==> src/rtl/sram_port_arbiter.sv <==
// rtl/sram_port_arbiter.sv - shares one SRAM-like port between instruction and data requesters
module sram_port_arbiter #(
    parameter int ADDR_W       = 32,
    parameter int DATA_W       = 32,
    parameter int STARVE_LIMIT = 4
) (
    input  logic              clk,
    input  logic              resetn,
    input  logic              inst_req,
    input  logic [ADDR_W-1:0] inst_addr,
    output logic              inst_addr_ok,
    output logic              inst_data_ok,
    output logic [DATA_W-1:0] inst_rdata,
    input  logic              data_req,
    input  logic              data_wr,
    input  logic [3:0]        data_wstrb,
    input  logic [ADDR_W-1:0] data_addr,
    input  logic [DATA_W-1:0] data_wdata,
    output logic              data_addr_ok,
    output logic              data_data_ok,
    output logic [DATA_W-1:0] data_rdata,
    output logic              sram_req,
    output logic              sram_wr,
    output logic [3:0]        sram_wstrb,
    output logic [ADDR_W-1:0] sram_addr,
    output logic [DATA_W-1:0] sram_wdata,
    input  logic              sram_addr_ok,
    input  logic              sram_data_ok,
    input  logic [DATA_W-1:0] sram_rdata,
    output logic              busy
);

    localparam int CNT_W = $clog2(STARVE_LIMIT + 1);
    localparam logic [CNT_W-1:0] CNT_MAX = CNT_W'(STARVE_LIMIT);

    typedef enum logic [1:0] {
        S_IDLE = 2'd0,
        S_ADDR = 2'd1,
        S_DATA = 2'd2
    } state_t;

    state_t            state;
    state_t            state_nxt;
    logic              owner;        // 0 = instruction side, 1 = data side
    logic [CNT_W-1:0]  starve_cnt;
    logic [CNT_W-1:0]  starve_nxt;
    logic              grant_any;
    logic              grant_data;
    logic              lat_wr;
    logic [3:0]        lat_wstrb;
    logic [ADDR_W-1:0] lat_addr;
    logic [DATA_W-1:0] lat_wdata;

    // Grant decision: data wins unless inst has been passed over STARVE_LIMIT times in a row
    always_comb begin
        grant_any  = inst_req | data_req;
        grant_data = data_req & (~inst_req | (starve_cnt != CNT_MAX));
        starve_nxt = starve_cnt;
        if (grant_any) begin
            if (!grant_data) begin
                starve_nxt = '0;
            end else if (inst_req) begin
                starve_nxt = starve_cnt + CNT_W'(1);
            end
        end
    end

    // State register
    always_ff @(posedge clk or negedge resetn) begin
        if (!resetn) begin
            state <= S_IDLE;
        end else begin
            state <= state_nxt;
        end
    end

    // Next-state logic: one transaction in flight, IDLE -> ADDR -> DATA -> IDLE
    always_comb begin
        state_nxt = state;
        case (state)
            S_IDLE:  if (grant_any)    state_nxt = S_ADDR;
            S_ADDR:  if (sram_addr_ok) state_nxt = S_DATA;
            S_DATA:  if (sram_data_ok) state_nxt = S_IDLE;
            default: state_nxt = S_IDLE;
        endcase
    end

    // Latch the winner's fields at grant so later changes on the master side are ignored
    always_ff @(posedge clk or negedge resetn) begin
        if (!resetn) begin
            owner      <= 1'b0;
            starve_cnt <= '0;
            lat_wr     <= 1'b0;
            lat_wstrb  <= 4'h0;
            lat_addr   <= '0;
            lat_wdata  <= '0;
        end else if (state == S_IDLE && grant_any) begin
            owner      <= grant_data;
            starve_cnt <= starve_nxt;
            if (grant_data) begin
                lat_wr    <= data_wr;
                lat_wstrb <= data_wstrb;
                lat_addr  <= data_addr;
                lat_wdata <= data_wdata;
            end else begin
                lat_wr    <= 1'b0;
                lat_wstrb <= 4'h0;
                lat_addr  <= inst_addr;
                lat_wdata <= '0;
            end
        end
    end

    // Outputs: downstream fields from latches, handshakes steered to the owner only
    always_comb begin
        sram_req     = 1'b0;
        sram_wr      = lat_wr;
        sram_wstrb   = lat_wstrb;
        sram_addr    = lat_addr;
        sram_wdata   = lat_wdata;
        inst_addr_ok = 1'b0;
        inst_data_ok = 1'b0;
        inst_rdata   = '0;
        data_addr_ok = 1'b0;
        data_data_ok = 1'b0;
        data_rdata   = '0;
        busy         = (state != S_IDLE);
        case (state)
            S_ADDR: begin
                sram_req = 1'b1;
                if (sram_addr_ok) begin
                    if (owner) data_addr_ok = 1'b1;
                    else       inst_addr_ok = 1'b1;
                end
            end
            S_DATA: begin
                if (sram_data_ok) begin
                    if (owner) begin
                        data_data_ok = 1'b1;
                        data_rdata   = sram_rdata;
                    end else begin
                        inst_data_ok = 1'b1;
                        inst_rdata   = sram_rdata;
                    end
                end
            end
            default: ;
        endcase
    end

endmodule
==> config.mk <==
export PLATFORM = sky130hd
export DESIGN_NAME = sram_port_arbiter
export DESIGN_NICKNAME = d
export VERILOG_FILES = /design/src/rtl/sram_port_arbiter.sv
export SDC_FILE = /design/constraint.sdc
export NUM_CORES = 1
export LEC_CHECK = 0
export BUFFER_PORTS_ARGS = -buffer_cell sky130_fd_sc_hd__buf_2
export CAP_MARGIN = 40
export CORE_UTILIZATION = 35
export CTS_CLUSTER_DIAMETER = 120
export DETAILED_ROUTE_END_ITERATION = 12
export GPL_TIMING_DRIVEN = 0
export PLACE_DENSITY = 0.81
export SYNTH_ARGS = -nofsm -noshare
export SYNTH_HDL_FRONTEND = slang
export SYNTH_SLANG_ARGS = --single-unit
==> constraint.sdc <==
create_clock -name clk -period 3.82 [get_ports clk]
set_clock_uncertainty 0.15 [all_clocks]
set_input_delay 0.191 -clock clk [delete_from_list [all_inputs] [get_ports clk]]
set_output_delay 0.191 -clock clk [all_outputs]
set_load 0.02 [all_outputs]
==> flow_summary.json <==
{
  "status": "finished, final reports clean",
  "pwr-share-clk_pct": 16.6,
  "track_usage_pct": 23.4,
  "syn_avg_cell_area_um2": 10.5,
  "whs_ns": 0.00797,
  "cp_data_required_time_ns": 3.88,
  "cap_violations": 0,
  "multi_input_area_mm2": 0.00175,
  "r2r_slack_ns": 1.25,
  "swShare_pct": 44.4,
  "post-cts-setup-buffers": 0,
  "syn_nets": 521,
  "finalMaxSlewViolations": 0,
  "overflow": 0,
  "synth_seq_cells": 75,
  "critPathBufInv": 4,
  "fill_cells": 935,
  "clock_latency_ns": 0.33,
  "yosys_warnings": 0,
  "synth.top_cell.area_share_pct": 47.1,
  "dr_total_vias": 4534,
  "timing.rr.start": "starve_cnt[0]$_DFFE_PN0P_",
  "wl_per_cell_um": 16.2,
  "synth_area_leaders": "dfrtp_1 (47%), o221ai_2 (11%), and2_1 (10%)",
  "pin_count": 278,
  "cts_inserted_buffers": 9,
  "p_int_mw": 2.74,
  "rsz0062_at_grt": "false",
  "synth_cell_types": 28,
  "crit_slowest_cell": "dlygate4sd3_1",
  "dr.pass1.iters": 4,
  "ys_seq_area_share_pct": 47.1,
  "arrival_ns": 2.63,
  "p_leak_nw": 3.51,
  "vias_per_cell": 5.07,
  "powerDensity_mw_per_mm2": 744,
  "synthToLayoutAreaGrowth_pct": 66.6,
  "core_area_mm2": 0.0110,
  "clock_sinks": 75,
  "rr_worst_depth": 8,
  "place_congestion": 0.806,
  "switchingPower_mw": 2.19,
  "hpwl_um": 10100,
  "finalSetupViolations": 0,
  "worst_slew_pin_slew_ns": 0.501,
  "finalSetupTns_ns": 0,
  "cts_buffer_depth": 2,
  "worstSetupStartpointType": "flop",
  "grt_max_degree": 39,
  "slowest_delay_ns": 0.59,
  "drt_iter0_drc": 262,
  "maxSlewHeadroom_pct": 66.6,
  "htreeDepth": 3,
  "dieArea_mm2": 0.0118,
  "synthCells": 380,
  "grt_pass1_wl_um": 21300,
  "crit_start": "starve_cnt[0]$_DFFE_PN0P_",
  "crit_chain": "inv_1 -> ha_1 -> nand3_2 -> and2_1 -> clkbuf_1 -> buf_2 -> o221ai_2 -> dlygate4sd3_1",
  "reg2reg_to": "sram_addr[16]$_DFFE_PN0P_",
  "p_seq_share_pct": 28.8,
  "cts_tree": "built",
  "port-buffer-count": 277,
  "die_w_um": 109,
  "fmax_mhz": 388,
  "hp-class": "input port to flop",
  "synth_top_cell_by_area": "dfrtp_1",
  "synthesis.area_mm2": 0.00398,
  "initial_core_util_pct": 36.3,
  "hold_depth": 3,
  "regArea_mm2": 0.00188,
  "p_comb_share_pct": 54.6,
  "crit_fanout": 10,
  "cts-root-buf": "clkbuf_16",
  "critical_path_class": "flop to flop",
  "critPathTopFamily": "buffers and inverters",
  "critPathCapture": "sram_addr[16]$_DFFE_PN0P_",
  "worstHoldStart": "inst_addr[0]",
  "rows": 38,
  "ir_drop_mv": 0.463,
  "nNetsFinal": 888,
  "path_depth": 8,
  "drc_errors": 0,
  "drive_above_1_share_pct": 46.1,
  "cts.clk_slew.worst_paths_ns": 0.06,
  "antenna_found_initial": 2,
  "postRouteAntennaNets": 0,
  "grt_pass1_vias": 4504,
  "finalHoldViolations": 0,
  "fp.dieH_um": 109,
  "wirelength_um": 14500,
  "cp-end-kind": "flop",
  "period_needed_ns": 2.57,
  "fin_crit_sh_pct": 67.4
}
==> cell usage in the layout, fill, tap and decap left out, drive strengths merged, types with 2 or more instances in the layout <==
cell type,netlist,layout
and3,2,2
inv,38,42
dlygate4sd3,0,78
clkbuf,21,30
diode,0,3
o21ai,4,4
dfrtp,75,75
buf,19,297
and2,66,66
nor2b,2,2
o221ai,32,32
nand4,33,33
clkinvlp,0,2
nand2,5,5
ha,2,2
nor2,2,2
a22o,37,37
nand3,34,34
==> worst min path at each step <==
stage | end | slack [ns]
after global routing | sram_addr[9]$_DFFE_PN0P_ | 0.007
after floorplan | owner$_DFFE_PN0P_ | -0.25
after global placement | state[1]$_DFFE_PN0P_ | 0.25
after CTS | sram_addr[28]$_DFFE_PN0P_ | 0.00004
final | sram_addr[0]$_DFFE_PN0P_ | 0.008
after detailed placement | sram_wdata[1]$_DFFE_PN0P_ | 0.03
==> flip-flops by register name (all words and copies together), names as in the netlist <==
| signal | cells |
|---|---|
| sram_addr | 32 |
| owner | 1 |
| starve_cnt | 3 |
| sram_wstrb | 4 |
| state | 2 |
| sram_wdata | 32 |
| sram_wr | 1 |
==> what timing repair did <==
item                                   4_1_cts  5_1_grt
hold buffers                                78        0
resized for setup                            0        0
endpoints found under the hold margin      104        0
==> layout make-up <==
type	count	share of cell area, %
flip-flops and latches	75	28.3
diodes	3	0.113
multi-input cells	227	26.4
inverters	38	2.15
clock inverters	7	0.867
plain buffers	40	3.19
repair buffers	356	33.0
clock buffers	9	3.39
well taps	140	2.64
==> through the flow <==
stage	cells	util (%)	area (um2)	setup WS (ns)	total power, mW
floorplan	380	-	3980	2.11	3.12
CTS	892	60.4	6630	1.30	4.93
detailed placement	798	50.7	5570	1.83	3.95
global route	894	60.4	6640	1.13	5.23
global placement	797	50.5	5550	1.83	3.89
finish	895	60.4	6640	1.25	4.94
==> routing by layer <==
layer / up-vias / part of all wire [%] / GRT usage, %
met5: - / 0 / 0
li1: 2108 / - / -
met4: 0 / 3.3 / 12.2
met2: 218 / 53 / 42.6
met1: 2170 / 38 / 26.1
met3: 38 / 5.1 / 3.65
==> synthesized netlist by cell type <==
cell type	count
a21o_1	1
a221o_1	1
a22o_1	37
and2_1	66
and3_1	2
buf_2	10
buf_4	5
buf_6	4
clkbuf_1	21
dfrtp_1	75
ha_1	2
inv_1	38
nand2_1	5
nand2b_1	1
nand3_1	33
nand3_2	1
nand4_1	33
nor2_1	1
nor2_2	1
nor2b_1	2
nor3_2	1
nor3b_2	1
nor4_1	1
o21ai_0	4
o221ai_1	2
o221ai_2	30
or2_0	1
or3b_1	1
==> logic make-up (layout without fill, tap and decap cells) <==
kind of cell               count (synthesis)  count (layout)  synth area share (%)
and+or+nand+nor                          150             150                  22.6
buffers and inverters                     78             450                  8.89
AOI/OAI and AO/OA                         75              75                  20.8
DFF                                       75              75                  47.1
adders and majority gates                  2               2                 0.628
other                                      0               3                     0
==> power groups by stage <==
stage | Sequential, mW | Clock, mW | Combinational (mW)
after floorplan | 1.86 | 0 | 1.26
after global placement | 1.41 | 0 | 2.48
after detailed placement | 1.42 | 0 | 2.53
after CTS | 1.42 | 0.838 | 2.68
after global routing | 1.47 | 0.868 | 2.89
final | 1.42 | 0.819 | 2.70
==> tightest hold or removal path, stage by stage <==
cell and delay [ns]:
buf_2 0.10, nand3_1 0.05, o221ai_1 0.09
Power figures use the tool's default switching activity.
